==> src/rtl/mips_pkg.sv <==
// Shared constants and state type for the multi-cycle core's multiply/divide sequencer.
package mips_pkg;

    localparam int MULDIV_WIDTH = 32;
    localparam int MULDIV_STEPS = MULDIV_WIDTH;

    typedef enum logic [1:0] {
        IDLE,
        MULT,
        DIV,
        DONE
    } muldiv_state_t;

endpackage

==> src/rtl/muldiv_sequencer_if.sv <==
// Handshake and operand/result bundle between control_unit (master) and the muldiv engine (slave).
interface muldiv_sequencer_if
    import mips_pkg::*;
#(
    parameter int WIDTH = MULDIV_WIDTH
);

    logic             start_mult;
    logic             start_div;
    logic [WIDTH-1:0] op_a;
    logic [WIDTH-1:0] op_b;
    logic             busy;
    logic             done;
    logic             div_zero;
    logic [WIDTH-1:0] hi_out;
    logic [WIDTH-1:0] lo_out;

    modport master (
        output start_mult, start_div, op_a, op_b,
        input  busy, done, div_zero, hi_out, lo_out
    );

    modport slave (
        input  start_mult, start_div, op_a, op_b,
        output busy, done, div_zero, hi_out, lo_out
    );

endinterface

==> src/rtl/muldiv_sign_fix.sv <==
// Operand magnitude extraction and result sign restoration around the unsigned iteration.
module muldiv_sign_fix #(
    parameter int WIDTH = 32
) (
    input  logic [WIDTH-1:0]   op_a,
    input  logic [WIDTH-1:0]   op_b,
    input  logic [2*WIDTH:0]   acc,
    input  logic               is_mult,
    input  logic               sign_a,
    input  logic               sign_b,
    output logic [WIDTH:0]     mag_a,
    output logic [WIDTH:0]     mag_b,
    output logic [WIDTH-1:0]   res_hi,
    output logic [WIDTH-1:0]   res_lo
);

    logic [WIDTH:0]     ext_a;
    logic [WIDTH:0]     ext_b;
    logic [2*WIDTH-1:0] prod;
    logic [WIDTH-1:0]   quot;
    logic [WIDTH-1:0]   rem;
    logic               unused_acc_msb;

    // One extra bit so the magnitude of the most negative operand is representable.
    assign ext_a = {op_a[WIDTH-1], op_a};
    assign ext_b = {op_b[WIDTH-1], op_b};
    assign mag_a = op_a[WIDTH-1] ? -ext_a : ext_a;
    assign mag_b = op_b[WIDTH-1] ? -ext_b : ext_b;

    assign prod = (sign_a ^ sign_b) ? -acc[2*WIDTH-1:0] : acc[2*WIDTH-1:0];
    assign quot = (sign_a ^ sign_b) ? -acc[WIDTH-1:0] : acc[WIDTH-1:0];
    assign rem  = sign_a ? -acc[2*WIDTH-1:WIDTH] : acc[2*WIDTH-1:WIDTH];

    assign res_hi = is_mult ? prod[2*WIDTH-1:WIDTH] : rem;
    assign res_lo = is_mult ? prod[WIDTH-1:0] : quot;

    assign unused_acc_msb = acc[2*WIDTH];

endmodule

==> src/rtl/muldiv_sequencer.sv <==
// Iterative signed MULT/DIV engine: one shift-add or restoring-subtract step per cycle.
//  state | meaning
//  IDLE  | waiting for start_mult/start_div; operands captured here
//  MULT  | shift-add iterations, counter 0..WIDTH-1
//  DIV   | restoring-divide iterations, counter 0..WIDTH-1
//  DONE  | one-cycle done pulse, div_zero when divisor was zero
module muldiv_sequencer
    import mips_pkg::*;
#(
    parameter int WIDTH = MULDIV_WIDTH
) (
    input  logic               clock,
    input  logic               reset,
    muldiv_sequencer_if.slave  bus
);

    localparam int STEPS = WIDTH;
    localparam int CNT_W = $clog2(STEPS);
    localparam logic [CNT_W-1:0] LAST = CNT_W'(STEPS - 1);

    muldiv_state_t      state_q, state_d;
    logic [CNT_W-1:0]   cnt_q;
    logic [2*WIDTH:0]   acc_q, acc_step;
    logic [WIDTH:0]     opnd_q;
    logic               sign_a_q, sign_b_q, is_mult_q, dz_q;
    logic [WIDTH-1:0]   hi_q, lo_q;
    logic [WIDTH:0]     mag_a, mag_b;
    logic [WIDTH-1:0]   res_hi, res_lo;
    logic [WIDTH:0]     mult_sum;
    logic [2*WIDTH:0]   div_shift;

    // Results are derived from the step about to be registered so they land on DONE entry.
    muldiv_sign_fix #(.WIDTH(WIDTH)) u_sign_fix (
        .op_a    (bus.op_a),
        .op_b    (bus.op_b),
        .acc     (acc_step),
        .is_mult (is_mult_q),
        .sign_a  (sign_a_q),
        .sign_b  (sign_b_q),
        .mag_a   (mag_a),
        .mag_b   (mag_b),
        .res_hi  (res_hi),
        .res_lo  (res_lo)
    );

    always_comb begin
        state_d = state_q;
        case (state_q)
            IDLE: begin
                if (bus.start_mult)
                    state_d = MULT;
                else if (bus.start_div)
                    state_d = (bus.op_b == '0) ? DONE : DIV;
            end
            MULT, DIV: if (cnt_q == LAST) state_d = DONE;
            DONE:      state_d = IDLE;
            default:   state_d = IDLE;
        endcase
    end

    always_comb begin
        mult_sum  = acc_q[2*WIDTH:WIDTH] + (acc_q[0] ? opnd_q : '0);
        div_shift = {acc_q[2*WIDTH-1:0], 1'b0};
        acc_step  = acc_q;
        if (state_q == MULT) begin
            acc_step = {1'b0, mult_sum, acc_q[WIDTH-1:1]};
        end else if (state_q == DIV) begin
            if (div_shift[2*WIDTH:WIDTH] >= opnd_q)
                acc_step = {div_shift[2*WIDTH:WIDTH] - opnd_q, div_shift[WIDTH-1:1], 1'b1};
            else
                acc_step = div_shift;
        end
    end

    always_ff @(posedge clock) begin
        if (reset) begin
            state_q   <= IDLE;
            cnt_q     <= '0;
            acc_q     <= '0;
            opnd_q    <= '0;
            sign_a_q  <= 1'b0;
            sign_b_q  <= 1'b0;
            is_mult_q <= 1'b0;
            dz_q      <= 1'b0;
            hi_q      <= '0;
            lo_q      <= '0;
        end else begin
            state_q <= state_d;
            case (state_q)
                IDLE: begin
                    if (bus.start_mult || bus.start_div) begin
                        cnt_q     <= '0;
                        sign_a_q  <= bus.op_a[WIDTH-1];
                        sign_b_q  <= bus.op_b[WIDTH-1];
                        is_mult_q <= bus.start_mult;
                        dz_q      <= !bus.start_mult && (bus.op_b == '0);
                        opnd_q    <= bus.start_mult ? mag_a : mag_b;
                        acc_q     <= {{WIDTH{1'b0}}, (bus.start_mult ? mag_b : mag_a)};
                    end
                end
                MULT, DIV: begin
                    acc_q <= acc_step;
                    cnt_q <= cnt_q + 1'b1;
                    if (cnt_q == LAST) begin
                        hi_q <= res_hi;
                        lo_q <= res_lo;
                    end
                end
                default: ;
            endcase
        end
    end

    assign bus.busy     = (state_q != IDLE);
    assign bus.done     = (state_q == DONE);
    assign bus.div_zero = (state_q == DONE) && dz_q;
    assign bus.hi_out   = hi_q;
    assign bus.lo_out   = lo_q;

endmodule

==> src/flat_wrapper.sv <==
// flat-port wrapper written by rule: the top's interface ports become plain ports
module muldiv_sequencer_flat import mips_pkg::*;
#(
    parameter int WIDTH = MULDIV_WIDTH
)
  (clock, reset, bus_start_mult, bus_start_div, bus_op_a, bus_op_b, bus_busy, bus_done, bus_div_zero, bus_hi_out, bus_lo_out);
  muldiv_sequencer_if #(.WIDTH(WIDTH)) bus_i ();
  input  logic clock;
  input  logic reset;
  input wire logic [$bits(bus_i.start_mult)-1:0] bus_start_mult;
  input wire logic [$bits(bus_i.start_div)-1:0] bus_start_div;
  input wire logic [$bits(bus_i.op_a)-1:0] bus_op_a;
  input wire logic [$bits(bus_i.op_b)-1:0] bus_op_b;
  output wire logic [$bits(bus_i.busy)-1:0] bus_busy;
  output wire logic [$bits(bus_i.done)-1:0] bus_done;
  output wire logic [$bits(bus_i.div_zero)-1:0] bus_div_zero;
  output wire logic [$bits(bus_i.hi_out)-1:0] bus_hi_out;
  output wire logic [$bits(bus_i.lo_out)-1:0] bus_lo_out;
  assign bus_i.start_mult = bus_start_mult;
  assign bus_i.start_div = bus_start_div;
  assign bus_i.op_a = bus_op_a;
  assign bus_i.op_b = bus_op_b;
  assign bus_busy = bus_i.busy;
  assign bus_done = bus_i.done;
  assign bus_div_zero = bus_i.div_zero;
  assign bus_hi_out = bus_i.hi_out;
  assign bus_lo_out = bus_i.lo_out;
  muldiv_sequencer #(.WIDTH(WIDTH)) u_core (.clock(clock), .reset(reset), .bus(bus_i));
endmodule
==> config.mk <==
export PLATFORM = sky130hd
export DESIGN_NAME = muldiv_sequencer_flat
export DESIGN_NICKNAME = d
export VERILOG_FILES = /design/src/rtl/mips_pkg.sv /design/src/rtl/muldiv_sequencer_if.sv /design/src/rtl/muldiv_sign_fix.sv /design/src/rtl/muldiv_sequencer.sv /design/src/flat_wrapper.sv
export SDC_FILE = /design/constraint.sdc
export NUM_CORES = 1
export LEC_CHECK = 0
export BUFFER_PORTS_ARGS = -buffer_cell sky130_fd_sc_hd__buf_4
export CAP_MARGIN = 20
export CELL_PAD_IN_SITES_DETAIL_PLACEMENT = 1
export CELL_PAD_IN_SITES_GLOBAL_PLACEMENT = 2
export CORE_ASPECT_RATIO = 0.7
export CORE_MARGIN = 2
export CORE_UTILIZATION = 38
export CTS_CLUSTER_DIAMETER = 80
export CTS_CLUSTER_SIZE = 30
export DETAILED_ROUTE_END_ITERATION = 12
export GPL_ROUTABILITY_DRIVEN = 0
export PLACE_DENSITY = 0.95
export SYNTH_ARGS = -nofsm -noshare
export SYNTH_HDL_FRONTEND = slang
export SYNTH_SLANG_ARGS = --single-unit
==> constraint.sdc <==
create_clock -name clock -period 6.9 [get_ports clock]
set_clock_uncertainty 0.15 [all_clocks]
set_input_delay 0.69 -clock clock [delete_from_list [all_inputs] [get_ports clock]]
set_output_delay 0.69 -clock clock [all_outputs]
set_load 0.02 [all_outputs]
# Yosys cells after proc, flatten, opt, wreduce, memory -nomap -nowiden
# Index checks and enable logic that the tools add are counted.
[op_classes] add_sub_neg=8 n_mul=0 n_div=0 magnitude_cmp=1 n_eq_ne=8 n_shift=0 n_mux=22 n_bitwise=1 n_reduce_logical=14
[ops] operator="2-to-1 mux 65 bit" count=4
[ops] operator="2-to-1 mux 33 bit" count=5
[ops] operator="one-hot mux 65 bit (2 select lines)" count=1
[ops] operator="2-to-1 mux 32 bit" count=4
[ops] operator="negator 33 bit" count=2
[ops] operator="2-to-1 mux 64 bit" count=1
[ops] operator="negator 32 bit" count=2
[ops] operator="negator 64 bit" count=1
[ops] operator="adder 33 bit" count=1
[ops] operator=">= comparator 33 bit" count=1
[ops] operator="subtractor 33 bit" count=1
[ops] operator="logical NOT 32 bit" count=1
[ops] operator="one-hot mux 5 bit (2 select lines)" count=1
[ops] operator="AND reduction 2 bit" count=4
[ops] operator="2-to-1 mux 2 bit" count=3
[ops] operator="one-hot mux 2 bit (3 select lines)" count=1
[ops] operator="adder 5 x 1 -> 5 bit, second input constant" count=1
[ops] operator="== test 5 bit, second input constant" count=1
[ops] operator="2-to-1 mux 5 bit" count=1
[ops] operator="== test 2 bit, second input constant" count=2
[ops] operator="!= test 2 x 1 -> 1 bit, second input constant" count=2
[ops] operator="nonzero test 2 bit" count=2
[ops] operator="!= test 3 x 1 -> 1 bit, second input constant" count=1
[ops] operator="!= test 3 bit, second input constant" count=1
[ops] operator="9 further kinds" count=10
[word_totals] register_bits=173 latch_bits=0 ram_bits=0 romBits=0 output_inout_bits=67 word_cells=65 mem_count=0

# Logic depth before layout (Yosys ltp)
# Gate-level depths: netlist of the first run.
[depth] ltp_word=7 ltp_mapped=22

# Cells and area by module
# Synthesis of the first run repeated with hierarchy kept, for this count alone.
[hier_totals] hier_cells=2249 hier_area_um2=15972.8
[modules_own_cells] module="muldiv_sequencer" n_inst=1 cells_per_inst=1790 area_per_inst_um2=12844.8 seq_area_each_um2=3463.3
[modules_own_cells] module="muldiv_sign_fix" n_inst=1 cells_per_inst=459 area_per_inst_um2=3128.0 seq_area_each_um2=0.0

# Least setup slack after synthesis of the first run
# No wires, ideal clock.
[synth_path] path_kind="reg-to-reg" start="register u_core.opnd_q[8]" end="register u_core.hi_q[18], in the netlist u_core.bus.hi_out[18]" setup_time_ps=86 arrival_ps=4419 required_ps=6664 setup_slack_ps=2245 stages_incl_launch_ff=22 n_path_buf=2 synth_period_minus_slack_ps=4655 cell_sequence="dfxtp_1 -> inv_1 -> ha_1 -> clkbuf_2 -> a21oi_1 -> o21ai_0 -> a21oi_1 -> a31o_2 -> buf_4 -> a311oi_1 -> a21oi_1 -> ha_1 -> nand2_1 -> nor2_1 -> nand2_1 -> nor3_1 -> a21oi_1 -> nor3_1 -> nand2_1 -> o21ai_0 -> xor2_1 -> a211oi_1"
[synth_via] elab_chain_len=7 word_cells_on_any_way=12 cone_classes="add/sub (4); order compare (1); mux (7)"
[synth_rtl] element="start, declared" line="muldiv_sequencer.sv:24" source="logic [WIDTH:0] opnd_q;"
[synth_rtl] element="start signal, assigned" line="muldiv_sequencer.sv:97" source="opnd_q <= bus.start_mult ? mag_a : mag_b;"
[synth_rtl] element="subtractor 33 bit or >= comparator 33 bit (tied branches)" line="muldiv_sequencer.sv:69, muldiv_sequencer.sv:68"
[synth_rtl] element="2-to-1 mux 65 bit" line="muldiv_sequencer.sv:68" source="if (div_shift[2*WIDTH:WIDTH] >= opnd_q)"
[synth_rtl] element="2-to-1 mux 65 bit" line="muldiv_sequencer.sv:67" source="end else if (state_q == DIV) begin"
[synth_rtl] element="2-to-1 mux 65 bit (*)" line="muldiv_sequencer.sv:65" source="if (state_q == MULT) begin"
[synth_rtl] element="negator 64 bit or negator 32 bit (tied branches)" line="muldiv_sign_fix.sv:30, muldiv_sign_fix.sv:32"
[synth_rtl] element="2-to-1 mux 64 bit or 2-to-1 mux 32 bit (tied branches)" line="muldiv_sign_fix.sv:30, muldiv_sign_fix.sv:32"
[synth_rtl] element="2-to-1 mux 32 bit (*)" line="muldiv_sign_fix.sv:34" source="assign res_hi = is_mult ? prod[2*WIDTH-1:WIDTH] : rem;"
[synth_rtl] element="end signal, assigned" line="muldiv_sequencer.sv:105" source="hi_q <= res_hi;"
[synth_rtl] element="end, declared" line="muldiv_sequencer.sv:26" source="logic [WIDTH-1:0] hi_q, lo_q;"
# Mark *: on every way between the ends. The rest lies on a longest branch, timed or not. The select of a mux whose other input is x is not followed.
# A chain may end at the register's enable or synchronous reset.

# Worst setup path after layout of the first run
[layout_path] start="register u_core.opnd_q[8]" end="register u_core.hi_q[24], in the netlist u_core.bus.hi_out[24]"
# Same word-level chain as after synthesis.

==> impl_metrics.json, run 1 <==
{
  "overflow": 0,
  "grt_max_degree": 109,
  "utilization_pct": 43.52,
  "clk_pin_slew_ns": 0.08,
  "wl_per_cell_microns": 25.35,
  "vdd_drop_max_uv": 271.8,
  "htree_levels": 4,
  "synthCells": 2203,
  "path_class": "reg2reg",
  "grt_pass1_wl_microns": 106100,
  "cp.required_ns": 7.04,
  "drv_cap": 0,
  "start_kind": "flip-flop",
  "synth.distinct_cells": 95,
  "syn-num-nets": 2350,
  "dieArea_sq_um": 43150,
  "routed_wl_microns": 71290,
  "synth_area_leaders": "dfxtp_1 (22%), nor2_1 (7.2%), a21oi_1 (7.0%)",
  "io_pins": 135,
  "dp_hpwl_microns": 56020,
  "hp-class": "reg2reg",
  "hold_slack_ns": 0.3059,
  "dr_total_vias": 17960,
  "antenna_found_initial": 2,
  "synth-seq-cells": 173,
  "synthAdderAreaFrac_pct": 6.366,
  "postCtsHoldBufs": 0,
  "nNetsFinal": 2401,
  "p_comb_share_pct": 68.4,
  "ys_seq_area_share_pct": 21.97,
  "tns_ns": 0,
  "grt_use_total_pct": 32.33,
  "yosys.area_share.simple_pct": 24.38,
  "area_growth_pct": 13.10,
  "syn-cell-area_sq_um": 15760,
  "drt_first_pass_iters": 5,
  "drc": 0,
  "core_sq_um": 40960,
  "crit_path_end_kind": "flip-flop",
  "fill_cells": 5208,
  "synth_mux_area_share_pct": 3.461,
  "fmax_mhz": 157.2,
  "final_antenna_net_count": 0,
  "cts_tree": "yes",
  "die_w_microns": 247.4,
  "cts_inserted_buffers": 17,
  "io_buffers": 134,
  "power_mw": 7.923,
  "insertion_delay_ns": 0.46,
  "synthTopCellsByCount": "nor2_1 (301), a21oi_1 (219), nand2_1 (211)",
  "multi_input_area_sq_um": 11490,
  "slew_headroom_pct": 26.68,
  "regArea_sq_um": 3463,
  "finalSetupViolations": 0,
  "final-hold-violation-count": 0,
  "clock_path_buffers": 2,
  "synth_top_family_by_area": "compound AO/OA/AOI/OAI gates",
  "yosys.area_share.xor_xnor_pct": 8.946,
  "status": "finished, final reports clean",
  "cts_setup_buffers": 0,
  "maxSlewViolCount": 0,
  "synth-main-ff-cell": "dfxtp_1",
  "start_util_pct": 38.48,
  "synth_compound_area_share_pct": 29.54,
  "drive_gt1_share_pct": 11.91,
  "seqPwrFrac_pct": 18.0,
  "powerDensity_nw_per_um2": 444.4,
  "p_sw_mw": 4.483,
  "vias_per_cell": 6.385,
  "rsz0062_at_grt": "no",
  "synthArstFlopShare_pct": 0,
  "syn-mean-instance-area_sq_um": 7.155,
  "cts_resized": 0,
  "p_leak_nw": 7.120,
  "cp_max_fo": 15,
  "intPower_mw": 3.440,
  "worstMarginPinSlew_ns": 1.100,
  "crit_arrival_ns": 6.50,
  "clock_tree.root_cell": "clkbuf_16",
  "pwr-share-clk_pct": 13.6,
  "synth_top_cell_area_share_pct": 21.97,
  "yosysWarnings": 0,
  "synth_most_common_cell": "nor2_1",
  "synth-edff-count": 0,
  "grt_pass1_vias": 16960,
  "row_count": 62,
  "clock-sinks": 173,
  "die_h_microns": 174.4,
  "finalCritPeriodShare_pct": 92.19,
  "drt_iter0_drc": 2057,
  "yosysTopAreaCell": "dfxtp_1",
  "period_needed_ns": 6.361,
  "swShare_pct": 56.59
}
[critical path: stages, from the launching register on]
cell and delay, ns:
dfxtp_1 0.36, inv_1 0.05, ha_1 0.41, a21oi_1 0.28
o21ai_0 0.25, a21oi_1 0.41, a31o_2 0.54, a311oi_1 0.29
a21oi_1 0.57, ha_1 0.28, nand2_1 0.08, nor2_1 0.27
nand2_1 0.18, nor3_1 0.51, a21oi_1 0.32, a21o_1 0.28
nor2_1 0.35, xor2_1 0.45, a211oi_1 0.14
[final timing paths]
| kind | from | to | slack (ns) | cells after the start |
|---|---|---|---|---|
| max reg2reg | u_core.opnd_q[8] | u_core.bus.hi_out[24] | 0.54 | 18 |
| min reg2reg | u_core.bus.hi_out[0] | u_core.bus.hi_out[0] | 0.31 | 2 |
| max | u_core.opnd_q[8] | u_core.bus.hi_out[24] | 0.54 | 18 |
| min | u_core.bus.hi_out[0] | u_core.bus.hi_out[0] | 0.31 | 2 |
[layout by cell type, fill, tap and decap left out, types with 33 or more instances in the layout]
| cell | netlist | final |
|---|---|---|
| nor2_1 | 301 | 299 |
| a21oi_1 | 219 | 218 |
| nand2_1 | 211 | 211 |
| dfxtp_1 | 173 | 173 |
| buf_4 | 4 | 172 |
| o21ai_0 | 108 | 108 |
| a211oi_1 | 98 | 98 |
| xor2_1 | 83 | 83 |
| xnor2_1 | 78 | 78 |
| ha_1 | 77 | 74 |
| inv_1 | 68 | 68 |
| nor3_1 | 57 | 57 |
| and2_1 | 47 | 46 |
| nand3_1 | 41 | 41 |
| mux2i_1 | 41 | 41 |
| o211ai_1 | 35 | 35 |
| or3_1 | 33 | 33 |
[per-stage QoR]
stage	setup slack (ns)	instance area (sq um)	std cells
after global routing	0.1557	17830	2812
final	0.5386	17830	2812
after detailed placement	0.8682	17190	2779
after CTS	0.8554	17820	2811
after global placement	1.163	17190	2779
after floorplan	2.245	15760	2203
[power groups by stage]
stage | Clock (mW) | Combinational, mW | Sequential [mW]
5_1_grt | 1.13 | 5.71 | 1.44
6_report | 1.08 | 5.42 | 1.43
3_5_place_dp | 0 | 5.12 | 1.43
3_3_place_gp | 0 | 5.00 | 1.41
4_1_cts | 1.09 | 5.15 | 1.41
2_1_floorplan | 0 | 3.43 | 1.33
[layer usage]
| layer | track usage (%) | share of wire (%) |
|---|---|---|
| met4 | 9.780 | 2.9 |
| met1 | 48.80 | 46 |
| met2 | 42.52 | 38 |
| met5 | 0.4525 | 0.018 |
| met3 | 10.25 | 13 |
[layout make-up]
| type | instances | area share [%] |
|---|---|---|
| Sequential cell | 173 | 19.43 |
| Timing Repair Buffer | 172 | 7.243 |
| Inverter | 70 | 1.474 |
| Antenna cell | 1 | 0.01404 |
| Clock buffer | 18 | 2.464 |
| Clock inverter | 14 | 1.109 |
| Tap cell | 544 | 3.818 |
| Multi-Input combinational cell | 1820 | 64.45 |
[cells by family (layout without fill, tap and decap cells)]
logic type	after synthesis	after routing
AND/OR/NAND/NOR	823	823
AO/OA/AOI/OAI	704	704
buffers and inverters	210	274
flip-flops	173	173
XOR/XNOR	161	161
adder cells (fa/ha/maj)	79	79
multiplexers	53	53
other	0	1
[registers in the layout (all words and copies together) (netlist names)]
| register | count |
|---|---|
| u_core.acc_q | 65 |
| u_core.bus.hi_out | 32 |
| u_core.bus.lo_out | 32 |
| u_core.cnt_q | 5 |
| u_core.dz_q | 1 |
| u_core.is_mult_q | 1 |
| u_core.opnd_q | 33 |
| u_core.sign_a_q | 1 |
| u_core.sign_b_q | 1 |
| u_core.state_q | 2 |
Note: power is estimated with default switching activity, not from simulation.
==> inputs of run 2 (changes only) <==
- PLACE_DENSITY: 0.95 -> not set
- PLACE_DENSITY_LB_ADDON: not set -> 0.1
==> run 2 against run 1 <==
Against the previous run: final area is 0.11% higher; core utilization hardly changed; sequential share of layout area hardly changed; setup slack worse by 0.12 ns; critical path type unchanged; largest cell class unchanged.
==> impl_metrics.json, run 2 (synthesis results as in run 1) <==
{
  "pwr-share-clk_pct": 13.1,
  "grt_max_degree": 109,
  "cp_cell_sequence": "ha_1 > a21oi_1 > o21ai_0 > a21oi_1 > a31o_2 > a311oi_1 > a21oi_1 > ha_1 > nand2_1 > nor2_1 > nand2_1 > nor3_1 > a21oi_1 > nor3_1 > a41oi_1 > xor2_1 > nand2_1 > a21oi_1",
  "powerDensity_nw_per_um2": 439.3,
  "htree_levels": 4,
  "cp_num_buf_inv": 0,
  "clk_pin_slew_ns": 0.08,
  "top_register": "u_core.acc_q",
  "crit_path_frequent_cell": "a21oi_1",
  "cts_resized": 0,
  "cts_inserted_buffers": 17,
  "critPathSlowestCell": "a21oi_1",
  "antenna_found_initial": 3,
  "grt_pass1_vias": 16280,
  "path_delay_family": "compound AO/OA/AOI/OAI gates",
  "clock-sinks": 173,
  "top_regs": "u_core.acc_q x65, u_core.opnd_q x33",
  "row_count": 62,
  "nNetsFinal": 2405,
  "core_sq_um": 40960,
  "insertion_delay_ns": 0.48,
  "die_w_microns": 247.4,
  "seqPwrFrac_pct": 18.0,
  "final_antenna_net_count": 0,
  "drt_iter0_drc": 1701,
  "cts_setup_buffers": 0,
  "fill_cells": 5152,
  "dr_total_vias": 17570,
  "grt_pass1_wl_microns": 105600,
  "tns_ns": 0,
  "worstMarginPinSlew_ns": 1.145,
  "fin_ws_ns": 0.4226,
  "hold_slack_ns": 0.3063,
  "overflow": 0,
  "drt_first_pass_iters": 5,
  "hp-class": "reg2reg",
  "regArea_sq_um": 3465,
  "vias_per_cell": 6.233,
  "path_class": "reg2reg",
  "crit_path_max_incr_delay_ns": 0.62,
  "crit_arrival_ns": 6.64,
  "io_pins": 135,
  "layout_commonest_cell": "nor2_1",
  "largest_reg_flops": 65,
  "die_h_microns": 174.4,
  "p_comb_share_pct": 68.9,
  "drv_cap": 0,
  "slew_headroom_pct": 23.22,
  "period_needed_ns": 6.477,
  "clock_path_buffers": 2,
  "layout_common_cells": "nor2_1 (299), a21oi_1 (218), nand2_1 (211), buf_4 (174), dfxtp_1 (172)",
  "rsz0062_at_grt": "no",
  "vdd_drop_max_uv": 203.5,
  "intPower_mw": 3.366,
  "io_buffers": 134,
  "wl_per_cell_microns": 25.56,
  "maxSlewViolCount": 0,
  "dieArea_sq_um": 43150,
  "status": "finished, final reports clean",
  "cts_tree": "yes",
  "cp_max_fo": 15,
  "drc": 0,
  "start_kind": "flip-flop",
  "power_mw": 7.840,
  "area_growth_pct": 13.22,
  "swShare_pct": 57.07,
  "drive_gt1_share_pct": 12.11,
  "finalCritPeriodShare_pct": 93.87,
  "routed_wl_microns": 72040,
  "cp.required_ns": 7.06,
  "dp_hpwl_microns": 56610,
  "postCtsHoldBufs": 0,
  "grt_use_total_pct": 32.60,
  "clock_tree.root_cell": "clkbuf_16",
  "fmax_mhz": 154.4,
  "crit_path_end_kind": "flip-flop",
  "place_ws_ns": 0.6599,
  "p_leak_nw": 7.132,
  "start_util_pct": 38.48,
  "multi_input_area_sq_um": 11500,
  "p_sw_mw": 4.474,
  "final-hold-violation-count": 0,
  "finalSetupViolations": 0
}
## run 2: cell count changes in the layout (fill, tap and decap cells not counted), moves of 2 or more
| cell | change |
|---|---|
| clkinv_8 | +3 |
| clkinv_4 | +2 |
| inv_8 | -3 |
| buf_4 | +2 |
| diode_2 | +3 |
| bufinv_16 | -2 |
## run 2: cell type report
cell class	instances	share of cell area (%)
Timing Repair Buffer	176	7.459
Clock buffer	17	2.384
Inverter	70	1.472
Antenna cell	4	0.05609
Clock inverter	15	0.9885
Sequential cell	173	19.41
Multi-Input combinational cell	1820	64.41
Tap cell	544	3.814
## run 2: per-layer routing
| metal | global-route usage (%) | routed length [microns] | part of all wire, % | vias up |
|---|---|---|---|---|
| li1 | - | - | - | 8107 |
| met1 | 50.38 | 35340 | 49 | 8652 |
| met3 | 10.61 | 7776 | 11 | 69 |
| met5 | 0 | 0 | 0 | - |
| met4 | 7.535 | 1372 | 1.9 | 0 |
| met2 | 42.34 | 27550 | 38 | 743 |
## run 2: through the flow
stage | area, sq um | cells | util (%)
after floorplan | 15760 | 2203 | -
after global placement | 17210 | 2781 | 42.01
after detailed placement | 17220 | 2782 | 42.03
after CTS | 17820 | 2814 | 43.50
after global routing | 17840 | 2816 | 43.55
final | 17850 | 2819 | 43.57
## run 2: worst min-delay path, delay by kind of cell (launching register included)
family	cells	cell delay, ns
AOI/OAI and AO/OA	1	0.05
DFF	1	0.31
and+or+nand+nor	1	0.05
## run 2: final timing paths
path / start / endpoint / slack, ns / cells past startpoint
setup reg to reg: u_core.acc_q[39] / u_core.bus.hi_out[26] / 0.42 / 18
setup / recovery: u_core.acc_q[39] / u_core.bus.hi_out[26] / 0.42 / 18
hold reg to reg: u_core.bus.hi_out[7] / u_core.bus.hi_out[7] / 0.31 / 2
hold / removal: u_core.bus.hi_out[7] / u_core.bus.hi_out[7] / 0.31 / 2
## run 2: power by group through the flow
stage / clock network (mW) / logic, mW / registers, mW
CTS: 1.04 / 5.21 / 1.40
floorplan: 0 / 3.43 / 1.33
global placement: 0 / 5.12 / 1.41
finish: 1.03 / 5.40 / 1.41
detailed placement: 0 / 5.17 / 1.42
global route: 1.07 / 5.75 / 1.43
==> inputs of run 3 (changes only) <==
- ABC_AREA: not set -> 1
- CORE_UTILIZATION: 38 -> 35
==> run 3 against run 2 <==
Against the previous run: critical path depth is 11 higher; routed wire length is 12% higher; non-clock buffer count is 26 lower; critical path type unchanged; critical endpoint is now u_core.bus.hi_out[20]; largest cell class unchanged; largest power group unchanged.
==> impl_metrics.json, run 3 <==
{
  "status": "finished, final reports clean",
  "dp_hpwl_microns": 65330,
  "synth_area_leaders": "dfxtp_1 (20%), nand2_1 (18%), inv_1 (8.8%)",
  "drv_cap": 0,
  "start_kind": "flip-flop",
  "top_register": "u_core.acc_q",
  "grt_use_total_pct": 31.56,
  "min_to": "u_core.acc_q[64]",
  "drc": 0,
  "crit_path_frequent_cell": "nand2_1",
  "start_util_pct": 35.62,
  "synth.distinct_cells": 58,
  "wl_per_cell_microns": 21.85,
  "grt_util_met2_pct": 49.39,
  "clock-sinks": 173,
  "reg2reg_slack_ns": 1.49,
  "synth-main-ff-cell": "dfxtp_1",
  "slew_headroom_pct": 19.65,
  "nNetsFinal": 3164,
  "fin_cells": 3689,
  "finalSetupViolations": 0,
  "htree_levels": 4,
  "grt_pass1_wl_microns": 121600,
  "vdd_drop_max_uv": 489.8,
  "reg2reg_depth": 29,
  "drive_gt1_share_pct": 10.10,
  "core_sq_um": 48120,
  "cts_tree": "yes",
  "crit_path_max_incr_delay_ns": 0.48,
  "period_needed_ns": 5.415,
  "synthTopCellsByCount": "nand2_1 (841), inv_1 (403), nor2_1 (291)",
  "grt_util_met3_pct": 7.387,
  "synth_most_common_cell": "nand2_1",
  "grt_util_met1_pct": 42.98,
  "layout_common_cells": "nand2_1 (841), inv_1 (401), nor2_1 (290), a21oi_1 (220), nand3_1 (204)",
  "cp_max_fo": 36,
  "drt_first_pass_iters": 5,
  "area_growth_pct": 12.29,
  "final-hold-violation-count": 0,
  "min_delay_path_depth": 2,
  "final_antenna_net_count": 0,
  "busiest_layer": "met2",
  "clock_tree.root_cell": "clkbuf_16",
  "io_buffers": 134,
  "min_from": "u_core.acc_q[64]",
  "synthArstFlopShare_pct": 0,
  "antenna_found_initial": 3,
  "synth_top_cell_area_share_pct": 20.21,
  "maxSlewViolCount": 0,
  "p_leak_nw": 9.856,
  "cts_setup_buffers": 0,
  "worstMarginPinSlew_ns": 1.197,
  "grt_max_degree": 88,
  "rsz0062_at_grt": "no",
  "overflow": 0,
  "clock_path_buffers": 2,
  "grt_pass1_vias": 20300,
  "largest_reg_flops": 65,
  "syn-num-nets": 3101,
  "finalCritPeriodShare_pct": 78.47,
  "synth-seq-cells": 173,
  "routed_wl_microns": 80590,
  "ys_seq_area_share_pct": 20.21,
  "vias_per_cell": 5.475,
  "layout_commonest_cell": "nand2_1",
  "tns_ns": 0,
  "fmax_mhz": 184.7,
  "path_class": "reg2reg",
  "postCtsHoldBufs": 0,
  "synthCells": 2954,
  "dieArea_sq_um": 50780,
  "syn-cell-area_sq_um": 17140,
  "fill_cells": 6591,
  "row_count": 67,
  "r2r-end": "u_core.bus.hi_out[20]",
  "synth-edff-count": 0,
  "dp.cells": 3653,
  "hold_slack_ns": 0.3347,
  "drt_iter0_drc": 1887,
  "hp-class": "reg2reg",
  "die_w_microns": 268.5,
  "yosysWarnings": 0,
  "die_h_microns": 189.1,
  "cts_inserted_buffers": 17,
  "top_regs": "u_core.acc_q x65, u_core.opnd_q x33",
  "design_area_sq_um": 19250,
  "io_pins": 135,
  "dr_total_vias": 20200,
  "syn-mean-instance-area_sq_um": 5.802,
  "powerDensity_nw_per_um2": 422.9,
  "crit_arrival_ns": 5.64,
  "crit_path_end_kind": "flip-flop",
  "cts_resized": 0,
  "critPathSlowestCell": "nor2_4",
  "clk_pin_slew_ns": 0.09,
  "yosysTopAreaCell": "dfxtp_1",
  "r2r-start": "u_core.opnd_q[8]",
  "cp.required_ns": 7.13,
  "place_area_sq_um": 18640,
  "insertion_delay_ns": 0.48
}
## run 3: worst max-delay path, delay by kind of cell, from the launching register on
| family | cells | cell delay, ns |
|---|---|---|
| simple gates | 21 | 3.32 |
| flops | 1 | 0.37 |
| fa+ha+maj | 2 | 0.59 |
| buf+inv | 3 | 0.28 |
| compound gates | 3 | 0.56 |
## run 3: logic make-up after synthesis
logic type | share of synthesized area [%]
AOI/OAI and AO/OA | 18.22
xor gates and xnor gates | 5.417
adders and majority gates | 5.855
buffers and inverters | 12.03
DFF | 20.21
and+or+nand+nor | 38.27
## run 3: how the worst max path moves through the flow
stage / depth (start not counted) / slack, ns / end / start
floorplan: 29 / 3.17 / u_core.bus.hi_out[20] / u_core.opnd_q[16]
global placement: 27 / 1.80 / u_core.bus.hi_out[20] / u_core.opnd_q[28]
detailed placement: 27 / 1.57 / u_core.bus.hi_out[20] / u_core.opnd_q[28]
CTS: 27 / 1.55 / u_core.bus.hi_out[20] / u_core.opnd_q[28]
global route: 29 / 1.05 / u_core.bus.hi_out[30] / u_core.opnd_q[8]
finish: 29 / 1.49 / u_core.bus.hi_out[20] / u_core.opnd_q[8]
## run 3: power by group
group	leakage (nW)	internal, mW	total, mW	switching [mW]
clock	0.284	0.489	1.04	0.547
sequential	1.41	1.16	1.37	0.213
combinational	8.16	1.61	5.73	4.12
total	9.86	3.26	8.14	4.88
## run 3: final cells by class
cell class	count	area (sq um)	area share (%)
flip-flops and latches	173	3465	18.00
clock buffers	17	425.4	2.210
clock inverters	15	166.4	0.8646
well taps	655	819.5	4.258
multi-input cells	2251	11640	60.48
diodes	4	10.01	0.05201
repair buffers	150	1126	5.851
inverters	424	1594	8.282
## run 3: layer usage
layer | share of wire (%) | wire, microns
met4 | 2.5 | 2036
met5 | 0 | 0
met1 | 46 | 36810
met3 | 8.0 | 6445
met2 | 44 | 35300
## run 3: stage by stage
stage          worst slack [ns]  utilization (%)  power [mW]
3_3_place_gp              1.796            38.75       6.909
6_report                  1.485            40.00       8.138
4_1_cts                   1.554            39.98       8.044
3_5_place_dp              1.571            38.75       6.982
5_1_grt                   1.053            39.98       8.771
2_1_floorplan             3.174                -       5.221
